**src/rtl/sensor_frame_scheduler.sv**
```systemverilog
// Hands receiver packets to the MCU transmitter: freezes the snapshot while the MCU
// chip select is active, parks one late packet, and runs link watchdog/seq/drop counters.
//
// state   | meaning
// --------|----------------------------------------------------------
// IDLE    | cs inactive, packets published straight into the snapshot
// LOCKED  | MCU frame in progress, snapshot frozen, packets parked
// RELEASE | one-cycle window publishing the parked or incoming packet
module sensor_frame_scheduler #(
  parameter int unsigned TIMEOUT_CYCLES = 2400000
) (
  input  logic               clk_i,
  input  logic               rst_i,
  input  logic               pkt_strobe_i,
  input  logic               pkt_quat_valid_i,
  input  logic               pkt_gyro_valid_i,
  input  logic signed [15:0] pkt_quat_w_i,
  input  logic signed [15:0] pkt_quat_x_i,
  input  logic signed [15:0] pkt_quat_y_i,
  input  logic signed [15:0] pkt_quat_z_i,
  input  logic signed [15:0] pkt_gyro_x_i,
  input  logic signed [15:0] pkt_gyro_y_i,
  input  logic signed [15:0] pkt_gyro_z_i,
  input  logic               mcu_cs_n_i,
  output logic               snap_quat_valid_o,
  output logic               snap_gyro_valid_o,
  output logic signed [15:0] snap_quat_w_o,
  output logic signed [15:0] snap_quat_x_o,
  output logic signed [15:0] snap_quat_y_o,
  output logic signed [15:0] snap_quat_z_o,
  output logic signed [15:0] snap_gyro_x_o,
  output logic signed [15:0] snap_gyro_y_o,
  output logic signed [15:0] snap_gyro_z_o,
  output logic [7:0]         snap_seq_o,
  output logic               snap_stale_o,
  output logic               link_timeout_o,
  output logic [7:0]         dropped_count_o,
  output logic               frame_locked_o
);

  localparam int unsigned CNT_W = (TIMEOUT_CYCLES > 2) ? $clog2(TIMEOUT_CYCLES) : 1;
  localparam logic [CNT_W-1:0] WDT_LAST = CNT_W'(TIMEOUT_CYCLES - 1);

  typedef enum logic [1:0] {ST_IDLE, ST_LOCKED, ST_RELEASE} state_t;

  typedef struct packed {
    logic        quat_valid;
    logic        gyro_valid;
    logic [15:0] qw;
    logic [15:0] qx;
    logic [15:0] qy;
    logic [15:0] qz;
    logic [15:0] gx;
    logic [15:0] gy;
    logic [15:0] gz;
  } pkt_t;

  state_t           state_q, state_d;
  logic             cs_meta_q, cs_s_q;
  pkt_t             pkt_in;
  pkt_t             snap_q, snap_d;
  pkt_t             pend_q, pend_d;
  logic             pend_full_q, pend_full_d;
  logic [7:0]       seq_q, seq_d;
  logic             stale_q, stale_d;
  logic [7:0]       dropped_q, dropped_d;
  logic [CNT_W-1:0] wdt_q, wdt_d;
  logic             timeout_q, timeout_d;

  logic lock_ctx, acc_strobe, acc_pend, park, drop;

  assign pkt_in = {pkt_quat_valid_i, pkt_gyro_valid_i,
                   pkt_quat_w_i, pkt_quat_x_i, pkt_quat_y_i, pkt_quat_z_i,
                   pkt_gyro_x_i, pkt_gyro_y_i, pkt_gyro_z_i};

  // The cycle in which IDLE sees cs go active already behaves like LOCKED.
  assign lock_ctx   = (state_q == ST_LOCKED) || ((state_q == ST_IDLE) && !cs_s_q);
  assign acc_strobe = pkt_strobe_i &&
                      (((state_q == ST_IDLE) && cs_s_q) || (state_q == ST_RELEASE));
  assign acc_pend   = (state_q == ST_RELEASE) && !pkt_strobe_i && pend_full_q;
  assign park       = pkt_strobe_i && lock_ctx;
  assign drop       = pend_full_q && pkt_strobe_i && (park || (state_q == ST_RELEASE));

  always_comb begin
    state_d     = state_q;
    snap_d      = snap_q;
    seq_d       = seq_q;
    stale_d     = stale_q;
    pend_d      = pend_q;
    pend_full_d = pend_full_q;
    dropped_d   = dropped_q;
    wdt_d       = wdt_q;
    timeout_d   = timeout_q;

    unique case (state_q)
      ST_IDLE:    if (!cs_s_q) state_d = ST_LOCKED;
      ST_LOCKED:  if (cs_s_q)  state_d = ST_RELEASE;
      ST_RELEASE: state_d = ST_IDLE;
      default:    state_d = ST_IDLE;
    endcase

    if (acc_strobe || acc_pend) begin
      snap_d  = acc_strobe ? pkt_in : pend_q;
      seq_d   = seq_q + 8'd1;
      stale_d = 1'b0;
    end else if (timeout_q && (state_q != ST_LOCKED)) begin
      snap_d.quat_valid = 1'b0;
      snap_d.gyro_valid = 1'b0;
      stale_d           = 1'b1;
    end

    if (park) begin
      pend_d      = pkt_in;
      pend_full_d = 1'b1;
    end
    if (state_q == ST_RELEASE) pend_full_d = 1'b0;

    if (drop && (dropped_q != 8'hFF)) dropped_d = dropped_q + 8'd1;

    // Strobe beats the threshold in the same cycle; counter parks at the last value.
    if (pkt_strobe_i) begin
      wdt_d     = '0;
      timeout_d = 1'b0;
    end else if (wdt_q == WDT_LAST) begin
      timeout_d = 1'b1;
    end else begin
      wdt_d = wdt_q + 1'b1;
    end
  end

  always_ff @(posedge clk_i) begin
    if (rst_i) begin
      state_q     <= ST_IDLE;
      cs_meta_q   <= 1'b1;
      cs_s_q      <= 1'b1;
      snap_q      <= '0;
      seq_q       <= '0;
      stale_q     <= 1'b1;
      pend_q      <= '0;
      pend_full_q <= 1'b0;
      dropped_q   <= '0;
      wdt_q       <= '0;
      timeout_q   <= 1'b0;
    end else begin
      state_q     <= state_d;
      cs_meta_q   <= mcu_cs_n_i;
      cs_s_q      <= cs_meta_q;
      snap_q      <= snap_d;
      seq_q       <= seq_d;
      stale_q     <= stale_d;
      pend_q      <= pend_d;
      pend_full_q <= pend_full_d;
      dropped_q   <= dropped_d;
      wdt_q       <= wdt_d;
      timeout_q   <= timeout_d;
    end
  end

  assign snap_quat_valid_o = snap_q.quat_valid;
  assign snap_gyro_valid_o = snap_q.gyro_valid;
  assign snap_quat_w_o     = snap_q.qw;
  assign snap_quat_x_o     = snap_q.qx;
  assign snap_quat_y_o     = snap_q.qy;
  assign snap_quat_z_o     = snap_q.qz;
  assign snap_gyro_x_o     = snap_q.gx;
  assign snap_gyro_y_o     = snap_q.gy;
  assign snap_gyro_z_o     = snap_q.gz;
  assign snap_seq_o        = seq_q;
  assign snap_stale_o      = stale_q;
  assign link_timeout_o    = timeout_q;
  assign dropped_count_o   = dropped_q;
  assign frame_locked_o    = (state_q == ST_LOCKED);

endmodule

```
**config.mk**
```make
export PLATFORM = sky130hd
export DESIGN_NAME = sensor_frame_scheduler
export DESIGN_NICKNAME = d
export VERILOG_FILES = /design/src/rtl/sensor_frame_scheduler.sv
export SDC_FILE = /design/constraint.sdc
export NUM_CORES = 1
export LEC_CHECK = 0
export CAP_MARGIN = 40
export CORE_MARGIN = 2
export CORE_UTILIZATION = 50
export DETAILED_ROUTE_END_ITERATION = 12
export PLACE_DENSITY = 0.78
export SLEW_MARGIN = 10
export SYNTH_ARGS = -nofsm -noshare
export SYNTH_HDL_FRONTEND = slang
export SYNTH_SLANG_ARGS = --single-unit
```
**constraint.sdc**
```tcl
create_clock -name clk_i -period 2 [get_ports clk_i]
set_input_delay 0.3 -clock clk_i [delete_from_list [all_inputs] [get_ports clk_i]]
set_output_delay 0.3 -clock clk_i [all_outputs]
set_load 0.01 [all_outputs]
```
==> implementation parameters, run 1 <==
Parameter                              Value

Outcome
  Outcome ... complete, no violations

Floorplanning
  Effective utilization at floorplan ... 50.7%
  Core Area ... 0.0217 mm^2
  Die Outline Area ... 0.0232 mm^2
  Number of primary I/O pins ... 251
  Die height ... 152 um
  Overall die width ... 152 um
  Std cell rows ... 54

STA
  Max_slew headroom ... 62.9%
  Unrepaired setup endpoints after global routing ... no
  Clock Skew ... 0.0162 ns
  Final clock period utilization by the worst path ... 94.1%
  Peak clock frequency supported by timing ... 531 MHz
  Slew @ Worst Pin ... between 0.5 and 0.6 ns
  Total Negative Setup Slacks ... 0 ns
  Setup WS post-layout ... 0.118 ns
  Final count of hold timing violations ... 0
  Setup-failing EPs final ... 0
  Final slew viol count ... 0
  Final critical delay including setup and external delays ... 1.88 ns

Clock tree
  Clock buffers created by TritonCTS ... 29
  Hold bufs inserted after CTS ... 0
  Clock tree buffer depth ... 3
  Clock root buffer ... sky130_fd_sc_hd__clkbuf_16
  H-tree lvl count ... 1
  Clock transition at the registers of the reported paths ... 0.06 ns
  Clock insertion delay at the later pin of the skew report ... 0.54 ns
  Post-CTS setup buffer count ... 0
  Resized Gates After CTS ... 4
  Sinks on Clock Net ... 273
  TritonCTS clock tree ... done

Routing
  Met2 layer wire length in the routed design ... 13400 um
  Detailed-routing iteration count for the pre-antenna-repair pass ... 5
  Met1 layer wirelength in the final routing ... 12100 um
  Number of vias per cell after detailed routing ... approximately 5.4
  Routed length per instance ... 15.5 um
  Post-detailed-route count of antenna-violating nets ... 0
  Uppermost layer routed ... met4
  Met3 WL post-DR ... about 1700 um
  Final routed wirelength across all metal layers ... roughly 28000 um
  Residual DRC ... 0
  Overall via count from detail_route ... between 9000 and 10000
  Number of violations reported at the end of detailed-routing iteration 0 ... 520

Setup path
  Delay of the slowest critical-path stage ... 0.61 ns
  Number of buffer and inverter instances along the worst setup path ... 1
  Data arrival time at the worst-slack endpoint ... between 1.5 and 2 ns
  Critical-path cell list ... clkdlybuf4s50_1
  Startpoint-to-endpoint class of the critical path ... reg2out
  Instance count on the critical path ... 1
  Critical Path Fanout Max ... 6
  Required time worst endpoint ... 1.70 ns
  Cell count of the worst reg-to-reg path ... 5
  Slowest cell on crit path ... sky130_fd_sc_hd__clkdlybuf4s50_1
  Cell type group with the largest total delay on the critical path ... buffers and inverters
  Startpoint type of the worst setup path ... register
  Critical path capture point type ... primary output

Finish
  Area Overhead vs Synth ... 36.4%
  Post-layout net count ... 1612
  Antenna diode instance count ... 0
  Cell Count, Final, Fillers Out ... 1794
  Reg area ... 0.00547 mm^2
  Multi-input gate area in the final layout ... 0.00510 mm^2
  Number of fillers in the final layout ... 1696
  Fraction of layout cells with a size suffix above 1 ... 7.20%

Run
  # Max-Cap Violations ... 0

Place
  Placed insts ... between 1500 and 2000
  Input/output buffers ... 250
  GP Congestion ... 0.779
  HPWL after detailed placement ... 18200 um
  Setup WS pre-CTS ... -0.0448 ns

Logic synthesis
  Synth Area in Adders ... less than 1%
  Flip-flop and latch count after synthesis ... 273
  Cells after synthesis ... 1267
  Count of flip-flops with a built-in enable after synthesis ... 0
  Most instantiated flip-flop cell in the synthesis netlist ... sky130_fd_sc_hd__dfxtp_1
  Dominant combinational cell family by area after synthesis ... simple AND/OR/NAND/NOR gates
  Area share of and/or/nand/nor cells after synthesis ... 17.7%
  Portion of the post-synthesis area used by sequential elements ... between 40 and 50%
  Synthesized-area fraction occupied by ao, oa, aoi and oai cells ... 16.8%
  Synthesized Nets ... 1388
  Number of warnings reported in the yosys synthesis log ... 0
  Synthesized area ... approximately 0.011 mm^2
  Post-synthesis xor/xnor area fraction ... less than 1%
  Fraction of synthesized area in multiplexers ... 10.5%
  Avg Synthesized Cell Area ... slightly below 9 um^2
  Fraction of registers with async set or reset after synthesis ... 0%
  Distinct cell type count of the synthesized netlist ... 46

Min path
  Worst Hold Path Cells ... 2
  Type of the most critical hold path ... in2reg

Global routing
  Initial antenna violation count ... 1
  Vias in the first global route ... 9167
  Global route overflow ... 0
  All-Layer GR Usage ... 23.0%
  Largest net degree at the start of global routing ... 113
  First-pass GRT wire length ... approximately 46000 um

Power and ir drop
  Largest vdd supply drop ... 689 uV
  Leakage Power ... between 5 and 6 nW
  Power per unit of standard cell area ... 865 mW/mm^2
## cells in the final DEF, fill, tap and decap left out, types with 4 or more instances in the layout
| master | Yosys | layout |
|---|---|---|
| sky130_fd_sc_hd__a211oi_1 | 117 | 117 |
| sky130_fd_sc_hd__a21oi_1 | 138 | 137 |
| sky130_fd_sc_hd__buf_12 | 0 | 20 |
| sky130_fd_sc_hd__buf_4 | 10 | 23 |
| sky130_fd_sc_hd__clkbuf_1 | 63 | 5 |
| sky130_fd_sc_hd__clkbuf_16 | 0 | 29 |
| sky130_fd_sc_hd__clkbuf_8 | 0 | 8 |
| sky130_fd_sc_hd__clkdlybuf4s50_1 | 0 | 248 |
| sky130_fd_sc_hd__clkinv_2 | 0 | 8 |
| sky130_fd_sc_hd__dfxtp_1 | 273 | 271 |
| sky130_fd_sc_hd__inv_1 | 10 | 10 |
| sky130_fd_sc_hd__mux2i_1 | 115 | 115 |
| sky130_fd_sc_hd__nand2_1 | 250 | 250 |
| sky130_fd_sc_hd__nand3_1 | 21 | 21 |
| sky130_fd_sc_hd__nand4_1 | 5 | 5 |
| sky130_fd_sc_hd__nor2_1 | 132 | 131 |
| sky130_fd_sc_hd__nor3_1 | 5 | 5 |
| sky130_fd_sc_hd__nor4_1 | 5 | 5 |
| sky130_fd_sc_hd__o21ai_0 | 15 | 15 |
| sky130_fd_sc_hd__o31ai_1 | 6 | 6 |
| sky130_fd_sc_hd__or2_2 | 4 | 4 |
| sky130_fd_sc_hd__or3_1 | 10 | 10 |
| sky130_fd_sc_hd__or4_1 | 8 | 7 |
| sky130_fd_sc_hd__xnor2_1 | 9 | 9 |
## metal layers
| metal | up-vias | track usage, % |
|---|---|---|
| met5 | - | 0 |
| met4 | 0 | 5.52 |
| met3 | 44 | 6.11 |
| met2 | 241 | 39.3 |
| met1 | 4495 | 29.2 |
| li1 | 4872 | - |
## power by group
| group | total, mW | switching (mW) | internal [mW] |
|---|---|---|---|
| registers | 5.87 | 0.160 | 5.71 |
| clock network | 5.34 | 2.15 | 3.19 |
| logic | 1.77 | 0.825 | 0.944 |
| total | 13.0 | 3.14 | 9.84 |
## worst paths after layout
kind | to | from | slack, ns
setup / recovery | snap_seq_o[3] | snap_seq_o[3] | 0.12
hold / removal | snap_gyro_valid_o | rst_i | 0.15
setup reg to reg | wdt_q[16] | wdt_q[0] | 0.20
hold reg to reg | cs_s_q | cs_meta_q | 0.41
## synth_stat cells, types with 3 or more instances
cell type,count,area (um^2)
sky130_fd_sc_hd__o21a_1,3,22.5
sky130_fd_sc_hd__a31oi_1,3,18.8
sky130_fd_sc_hd__o31ai_1,6,45.0
sky130_fd_sc_hd__and4_1,3,26.3
sky130_fd_sc_hd__or3_1,10,62.6
sky130_fd_sc_hd__or4_1,8,60.1
sky130_fd_sc_hd__nand3_1,21,105
sky130_fd_sc_hd__nand2b_1,3,18.8
sky130_fd_sc_hd__buf_1,12,45.0
sky130_fd_sc_hd__nor4_1,5,31.3
sky130_fd_sc_hd__ha_1,3,37.5
sky130_fd_sc_hd__inv_1,10,37.5
sky130_fd_sc_hd__a21o_1,3,22.5
sky130_fd_sc_hd__nor2_1,132,495
sky130_fd_sc_hd__nor3_1,5,25.0
sky130_fd_sc_hd__nand4_1,5,31.3
sky130_fd_sc_hd__clkbuf_1,63,236
sky130_fd_sc_hd__xnor2_1,9,78.8
sky130_fd_sc_hd__or2_2,4,25.0
sky130_fd_sc_hd__buf_2,14,70.1
sky130_fd_sc_hd__nand2_1,250,938
sky130_fd_sc_hd__nor3b_1,3,22.5
sky130_fd_sc_hd__and3_1,3,18.8
sky130_fd_sc_hd__a211oi_1,117,878
sky130_fd_sc_hd__o21ai_0,15,75.1
sky130_fd_sc_hd__a21oi_1,138,691
sky130_fd_sc_hd__buf_4,10,75.1
sky130_fd_sc_hd__dfxtp_1,273,5470
sky130_fd_sc_hd__mux2i_1,115,1150
## flip-flops by register name, summed over array words and instances (netlist names), 16 cells and up
signal and cells:
snap_quat_y_o 16, snap_quat_z_o 16, snap_quat_w_o 16, snap_gyro_z_o 16, snap_gyro_x_o 16, snap_gyro_y_o 16
wdt_q 22, snap_quat_x_o 16, pend_q 114
## cell type report
class | count | area share [%]
Tap cell | 280 | 2.33
Inverter | 10 | 0.250
Multi-Input combinational cell | 884 | 34.0
Timing Repair Buffer | 293 | 20.5
Sequential cell | 273 | 36.5
Clock buffer | 41 | 5.60
Clock inverter | 13 | 0.850
## through the flow
stage | power, mW | hold slack [ns] | instance area (um^2) | utilization (%)
2_1_floorplan | 6.81 | 0.389 | 11000 | -
3_3_place_gp | 7.72 | 0.395 | 14000 | 64.6
3_5_place_dp | 7.76 | 0.393 | 14000 | 64.6
4_1_cts | 13.1 | 0.133 | 15000 | 69.2
5_1_grt | 13.5 | 0.141 | 15000 | 69.2
6_report | 13.0 | 0.154 | 15000 | 69.2
## kinds of logic after synthesis
logic type / Yosys count
compound gates: 295
buf+inv: 110
fa+ha+maj: 3
mux: 115
flops: 273
xor+xnor: 9
simple gates: 462
(Power assumes the default switching activity.)
==> run 2: changes to the inputs <==
==> constraint.sdc (replaced) <==
create_clock -name clk_i -period 2 [get_ports clk_i]
set_input_delay 0.2 -clock clk_i [delete_from_list [all_inputs] [get_ports clk_i]]
set_output_delay 0.2 -clock clk_i [all_outputs]
set_load 0.01 [all_outputs]
==> run 2 against run 1 <==
Compared with the run above: sequential share of layout area barely moved; critical path depth rose by 2; final cell count fell by 0.17%; critical path type unchanged; count of clock-buffer cells in the layout rose by 1; routed wire length fell by 0.20%; total power rose by 0.61%; setup slack got worse by 0.025 ns; clock skew fell by 0.0028 ns.
==> implementation parameters, run 2 (same netlist as run 1, synthesis figures left out) <==
Parameter                              Value

Global routing
  Largest net degree at the start of global routing ... 97 (was 113)
  Initial antenna violation count ... 0 (was 1)
  Vias in the first global route ... 9243 (was 9167)
  Global route overflow ... 0 (unchanged)
  First-pass GRT wire length ... 44800 um (was 45600 um)
  All-Layer GR Usage ... 22.6% (was 23.0%)

Run
  # Max-Cap Violations ... 0 (unchanged)

STA
  Worst hold margin ... 0.0323 ns (was 0.154 ns)
  Final count of hold timing violations ... 0 (unchanged)
  Final clock period utilization by the worst path ... 95.3% (was 94.1%)
  Unrepaired setup endpoints after global routing ... no (unchanged)
  Clock Skew ... 0.0133 ns (was 0.0162 ns)
  Max_slew headroom ... 52.2% (was 62.9%)
  Total Negative Setup Slacks ... 0 ns (unchanged)
  Peak clock frequency supported by timing ... 524 MHz (was 531 MHz)
  Final critical delay including setup and external delays ... 1.91 ns (was 1.88 ns)
  Slew @ Worst Pin ... 0.716 ns (was 0.554 ns)
  Final slew viol count ... 0 (unchanged)
  Setup-failing EPs final ... 0 (unchanged)

Min path
  Type of the most critical hold path ... in2reg (unchanged)

Place
  Input/output buffers ... 250 (unchanged)
  Placed insts ... 1739 (was 1740)
  GP Congestion ... 0.829 (was 0.779)
  Placed instance area ... 0.0140 mm^2 (about the same)
  HPWL after detailed placement ... 18200 um (about the same)

Clock tree
  TritonCTS clock tree ... done (unchanged)
  Clock insertion delay at the later pin of the skew report ... 0.53 ns (was 0.54 ns)
  Clock root buffer ... sky130_fd_sc_hd__clkbuf_16 (unchanged)
  H-tree lvl count ... 1 (unchanged)
  Clock buffers created by TritonCTS ... 29 (unchanged)
  Clock transition at the registers of the reported paths ... 0.06 ns (about the same)
  Hold bufs inserted after CTS ... 0 (unchanged)
  Sinks on Clock Net ... 273 (unchanged)
  Post-CTS setup buffer count ... 0 (unchanged)
  Clock tree buffer depth ... 3 (unchanged)

Setup path
  Startpoint type of the worst setup path ... register (unchanged)
  Cell type group with the largest total delay on the critical path ... buffers and inverters (unchanged)
  Critical-path cell list ... nand2b_1, inv_1, clkdlybuf4s50_1 (was clkdlybuf4s50_1)
  Required time worst endpoint ... 1.80 ns (was 1.70 ns)
  Data arrival time at the worst-slack endpoint ... 1.71 ns (was 1.58 ns)
  Slowest cell on crit path ... sky130_fd_sc_hd__clkdlybuf4s50_1 (unchanged)
  Number of buffer and inverter instances along the worst setup path ... 2 (was 1)
  Startpoint-to-endpoint class of the critical path ... reg2out (unchanged)
  Delay of the slowest critical-path stage ... 0.53 ns (was 0.61 ns)
  Critical path capture point type ... primary output (unchanged)
  Critical Path Fanout Max ... 9 (was 6)

Routing
  Residual DRC ... 0 (unchanged)
  Overall via count from detail_route ... 9689 (was 9652)
  Post-detailed-route count of antenna-violating nets ... 0 (unchanged)
  Number of vias per cell after detailed routing ... 5.41 (was 5.38)
  Routed length per instance ... 15.5 um (about the same)
  Detailed-routing iteration count for the pre-antenna-repair pass ... 5 (unchanged)
  Number of violations reported at the end of detailed-routing iteration 0 ... 479 (was 520)
  Final routed wirelength across all metal layers ... 27700 um (was 27800 um)

Floorplanning
  Effective utilization at floorplan ... 50.7% (unchanged)
  Std cell rows ... 54 (unchanged)
  Number of primary I/O pins ... 251 (unchanged)
  Die Outline Area ... 0.0232 mm^2 (unchanged)
  Core Area ... 0.0217 mm^2 (unchanged)
  Die height ... 152 um (unchanged)
  Overall die width ... 152 um (unchanged)

Finish
  Number of fillers in the final layout ... 1706 (was 1696)
  Multi-input gate area in the final layout ... 0.00509 mm^2 (was 0.00510 mm^2)
  Leading registers by flop count ... pend_q x114, wdt_q x22 (unchanged)
  Antenna diode instance count ... 0 (unchanged)
  Cell Count, Final, Fillers Out ... 1791 (was 1794)
  Post-layout net count ... 1611 (was 1612)
  Area Overhead vs Synth ... 36.4% (about the same)
  Leading cell type in the layout, fill and taps excluded ... sky130_fd_sc_hd__dfxtp_1 (unchanged)
  Reg area ... 0.00547 mm^2 (about the same)
  Post-route cell area ... 0.0150 mm^2 (about the same)
  Final design utilization ... 69.2% (about the same)
  Fraction of layout cells with a size suffix above 1 ... 7.08% (was 7.20%)
  Commonest non-fill, non-tap cells in the layout ... sky130_fd_sc_hd__dfxtp_1, sky130_fd_sc_hd__nand2_1, sky130_fd_sc_hd__clkdlybuf4s50_1, sky130_fd_sc_hd__a21oi_1, sky130_fd_sc_hd__nor2_1 (unchanged)
  Register ranked first by flip-flop count ... pend_q (unchanged)
  Number of flip-flops in the largest register ... 114 (unchanged)

Power and ir drop
  Largest vdd supply drop ... 667 uV (was 689 uV)
  Leakage Power ... 5.43 nW (was 5.45 nW)
  Power per unit of standard cell area ... 871 mW/mm^2 (was 865 mW/mm^2)

Outcome
  Outcome ... complete, no violations (unchanged)
-- run 2: metal layers --
layer	vias to the layer above	share of wire (%)	track usage [%]
met4	0	2.5	6.28
li1	4859	-	-
met2	262	48	39.3
met5	-	0	0
met1	4518	43	28.1
met3	50	6.3	5.29
-- run 2: cell type report --
class                      count  share of cell area (%)
tap                          280                    2.33
timing repair buffer         292                    20.5
inverter                      10                   0.250
sequential                   273                    36.4
clock buffer                  42                    5.83
clock inverter                10                   0.750
multi-input combinational    884                    33.9
-- run 2: power by group --
group	internal (mW)	switching [mW]	total [mW]	leakage (nW)
Combinational	0.945	0.830	1.78	2.71
Sequential	5.71	0.157	5.87	2.23
Clock	3.28	2.14	5.42	0.485
-- run 2: what timing repair did --
action,in CTS,in global routing
hold endpoints to repair,0,0
endpoints found under the setup margin,1,2
resized for setup,1,2
gates cloned,0,0
-- run 2: metrics by stage --
step	setup WS [ns]	total power, mW
after CTS	0.0345	13.2
final	0.0932	13.1
after detailed placement	-0.0470	7.76
after global routing	0.0234	13.6
after floorplan	0.213	6.81
after global placement	0.0578	7.72
-- run 2: tightest hold or removal path, delay by kind of cell --
kind	cells	cell delay, ns
buffers and inverters	1	0.15
and+or+nand+nor	1	0.11
muxes	1	0.06
-- run 2: final timing paths --
check,startpoint,endpoint,slack (ns),depth (start not counted)
setup / recovery,state_q[1],frame_locked_o,0.09,3
hold / removal,rst_i,wdt_q[11],0.03,3
setup reg to reg,wdt_q[0],wdt_q[16],0.20,5
hold reg to reg,cs_meta_q,cs_s_q,0.41,1
==> run 3: changes to the inputs <==
Settings changed: CORE_ASPECT_RATIO from default to 0.8, CORE_UTILIZATION 50 to 54, PLACE_DENSITY 0.78 to 0.83.
Clock period 2 ns to 2.35 ns, I/O delays scaled along.
==> run 3 against run 2 <==
Compared with the run above: die area down 7.2%; sequential share of layout area increased by 0.87 points; hold slack better by 0.0074 ns; clock skew shrank 0.0030 ns; sequential power fell by 15%; flip-flop and latch count stayed put; count of clock-buffer cells in the layout rose by 3; largest power group unchanged; clock power decreased by 21%; core utilization up 4.4 points; critical path type unchanged; setup slack better by 0.11 ns.
==> implementation parameters, run 3 (same netlist as run 1, synthesis figures left out) <==
Parameter                              Value

Floorplanning
  Overall die width ... 164 um (was 152 um)
  Core Area ... 0.0199 mm^2 (was 0.0217 mm^2)
  Die Outline Area ... 0.0215 mm^2 (was 0.0232 mm^2)
  Number of primary I/O pins ... 251 (unchanged)
  Die height ... 132 um (was 152 um)
  Effective utilization at floorplan ... 55.3% (was 50.7%)
  Std cell rows ... 46 (was 54)

Power and ir drop
  Internal Dissipation ... 8.12 mW (was 9.94 mW)
  Power spent charging and discharging nets ... 2.60 mW (was 3.13 mW)
  Largest vdd supply drop ... 530 uV (was 667 uV)
  Switching part of the total ... 24.2% (was 23.9%)
  Power per unit of standard cell area ... 732 mW/mm^2 (was 871 mW/mm^2)
  Sequential power share ... 46.6% (was 44.9%)
  Power share of the clock group ... 39.7% (was 41.5%)
  Leakage Power ... 5.25 nW (was 5.43 nW)
  Fraction of power consumed by combinational cells ... 13.6% (about the same)

Routing
  Number of violations reported at the end of detailed-routing iteration 0 ... 739 (was 479)
  Post-detailed-route count of antenna-violating nets ... 0 (unchanged)
  Residual DRC ... 0 (unchanged)
  Number of vias per cell after detailed routing ... 5.56 (was 5.41)
  Detailed-routing iteration count for the pre-antenna-repair pass ... 5 (unchanged)
  Routed length per instance ... 16.1 um (was 15.5 um)
  Overall via count from detail_route ... 9754 (was 9689)
  Final routed wirelength across all metal layers ... 28300 um (was 27700 um)

Global routing
  Initial antenna violation count ... 1 (was 0)
  All-Layer GR Usage ... 25.5% (was 22.6%)
  Global route overflow ... 0 (unchanged)
  Largest net degree at the start of global routing ... 112 (was 97)
  First-pass GRT wire length ... 45700 um (was 44800 um)
  Vias in the first global route ... 9230 (was 9243)

Finish
  Cell Count, Final, Fillers Out ... 1755 (was 1791)
  Post-layout net count ... 1591 (was 1611)
  Number of fillers in the final layout ... 1471 (was 1706)
  Register ranked first by flip-flop count ... pend_q (unchanged)
  Area Overhead vs Synth ... 33.1% (was 36.4%)
  Leading registers by flop count ... pend_q x114, wdt_q x22 (unchanged)
  Leading cell type in the layout, fill and taps excluded ... sky130_fd_sc_hd__dfxtp_1 (unchanged)
  Commonest non-fill, non-tap cells in the layout ... sky130_fd_sc_hd__dfxtp_1, sky130_fd_sc_hd__nand2_1, sky130_fd_sc_hd__clkdlybuf4s50_1, sky130_fd_sc_hd__a21oi_1, sky130_fd_sc_hd__nor2_1 (unchanged)
  Fraction of layout cells with a size suffix above 1 ... 5.24% (was 7.08%)
  Number of flip-flops in the largest register ... 114 (unchanged)
  Reg area ... 0.00547 mm^2 (about the same)
  Multi-input gate area in the final layout ... 0.00509 mm^2 (about the same)

Run
  # Max-Cap Violations ... 0 (unchanged)

STA
  Setup-failing EPs final ... 0 (unchanged)
  Peak clock frequency supported by timing ... 466 MHz
  Setup WS post-layout ... 0.203 ns (was 0.0932 ns)
  Final clock period utilization by the worst path ... 91.4%
  Unrepaired setup endpoints after global routing ... no (unchanged)
  Slew @ Worst Pin ... 0.660 ns (was 0.716 ns)
  Max_slew headroom ... 55.8% (was 52.2%)
  Final count of hold timing violations ... 0 (unchanged)
  Final slew viol count ... 0 (unchanged)
  Clock Skew ... 0.0103 ns (was 0.0133 ns)
  Final critical delay including setup and external delays ... between 2 and 2.5 ns
  Total Negative Setup Slacks ... 0 ns (unchanged)

Setup path
  Startpoint-to-endpoint class of the critical path ... reg2out (unchanged)
  Data arrival time at the worst-slack endpoint ... 1.91 ns (was 1.71 ns)
  Startpoint type of the worst setup path ... register (unchanged)
  Startpoint of the lowest-slack register-to-register path ... wdt_q[3] (was wdt_q[0])
  Critical Path Fanout Max ... 11 (was 9)
  Required time worst endpoint ... 2.12 ns (was 1.80 ns)
  Cell count of the worst reg-to-reg path ... 4 (was 5)
  Worst reg2reg endpoint ... wdt_q[18] (was wdt_q[16])
  Critical path capture point type ... primary output (unchanged)
  Internal reg-to-reg setup slack ... 0.28 ns (was 0.20 ns)

Place
  Input/output buffers ... 250 (unchanged)
  GP Congestion ... 0.823 (was 0.829)
  Setup WS pre-CTS ... 0.243 ns (was -0.0470 ns)
  HPWL after detailed placement ... 18300 um (was 18200 um)
  Placed insts ... 1704 (was 1739)

Min path
  Source of the worst hold timing path ... rst_i (unchanged)
  Worst Hold Path Cells ... 2 (was 3)
  Hold worst-path end ... state_q[0] (was wdt_q[11])
  Type of the most critical hold path ... in2reg (unchanged)

Clock tree
  Post-CTS setup buffer count ... 0 (unchanged)
  H-tree lvl count ... 1 (unchanged)
  Sinks on Clock Net ... 273 (unchanged)
  Clock root buffer ... sky130_fd_sc_hd__clkbuf_16 (unchanged)
  Hold bufs inserted after CTS ... 0 (unchanged)
  Clock transition at the registers of the reported paths ... 0.06 ns (about the same)
  TritonCTS clock tree ... done (unchanged)
  Resized Gates After CTS ... 0 (was 1)
  Clock tree buffer depth ... 3 (unchanged)
  Clock buffers created by TritonCTS ... 28 (was 29)
  Clock insertion delay at the later pin of the skew report ... 0.54 ns (was 0.53 ns)

Outcome
  Outcome ... complete, no violations (unchanged)
==> run 3: cell count changes in the layout (fill, tap and decap cells not counted), sizes merged <==
| cell | delta |
|---|---|
| buf | -18 |
| bufinv | -2 |
| clkbuf | +2 |
| clkinv | -3 |
| clkinvlp | -1 |
| diode | +2 |
==> run 3: layout make-up <==
class / count / share of cell area, %
clock inverter: 4 / 0.231
clock buffer: 45 / 5.90
inverter: 10 / 0.256
multi-input combinational: 884 / 34.7
tap: 264 / 2.25
timing repair buffer: 273 / 19.3
sequential: 273 / 37.3
antenna: 2 / 0.0342
==> run 3: power by group through the flow <==
stage	clock network, mW	registers [mW]	logic, mW
after detailed placement	0	5.10	1.45
after global placement	0	5.09	1.42
after global routing	4.53	5.02	1.58
final	4.26	5.00	1.46
after CTS	4.33	5.00	1.47
after floorplan	0	5.15	0.648
==> run 3: through the flow <==
step	cell area, um^2	utilization [%]	power, mW	hold slack [ns]
2_1_floorplan	11000	-	5.79	0.339
3_3_place_gp	13700	69.0	6.52	0.392
3_5_place_dp	13700	69.0	6.55	0.397
4_1_cts	14600	73.5	10.8	0.0251
5_1_grt	14600	73.5	11.1	0.0412
6_report	14600	73.6	10.7	0.0397
==> run 3: worst max path at each step <==
stage | from | end | slack (ns) | depth (start not counted)
2_1_floorplan | wdt_q[0] | wdt_q[16] | 0.56 | 6
3_3_place_gp | pkt_strobe_i | snap_gyro_y_o[12] | 0.31 | 7
3_5_place_dp | pkt_strobe_i | snap_gyro_z_o[13] | 0.24 | 7
4_1_cts | state_q[0] | frame_locked_o | 0.19 | 3
5_1_grt | state_q[0] | frame_locked_o | 0.08 | 3
6_report | state_q[0] | frame_locked_o | 0.20 | 3
==> run 3: worst max-delay path: stages (launching register included) <==
cell and delay (ns):
sky130_fd_sc_hd__dfxtp_1 0.55, sky130_fd_sc_hd__nand2b_1 0.21, sky130_fd_sc_hd__inv_1 0.09, sky130_fd_sc_hd__clkdlybuf4s50_1 0.53
==> run 3: layer usage <==
metal / global-route usage [%] / wire length (um)
met5: 0 / 0
met4: 7.80 / 735
met3: 7.80 / 2250
met2: 41.1 / 13100
met1: 32.8 / 12300
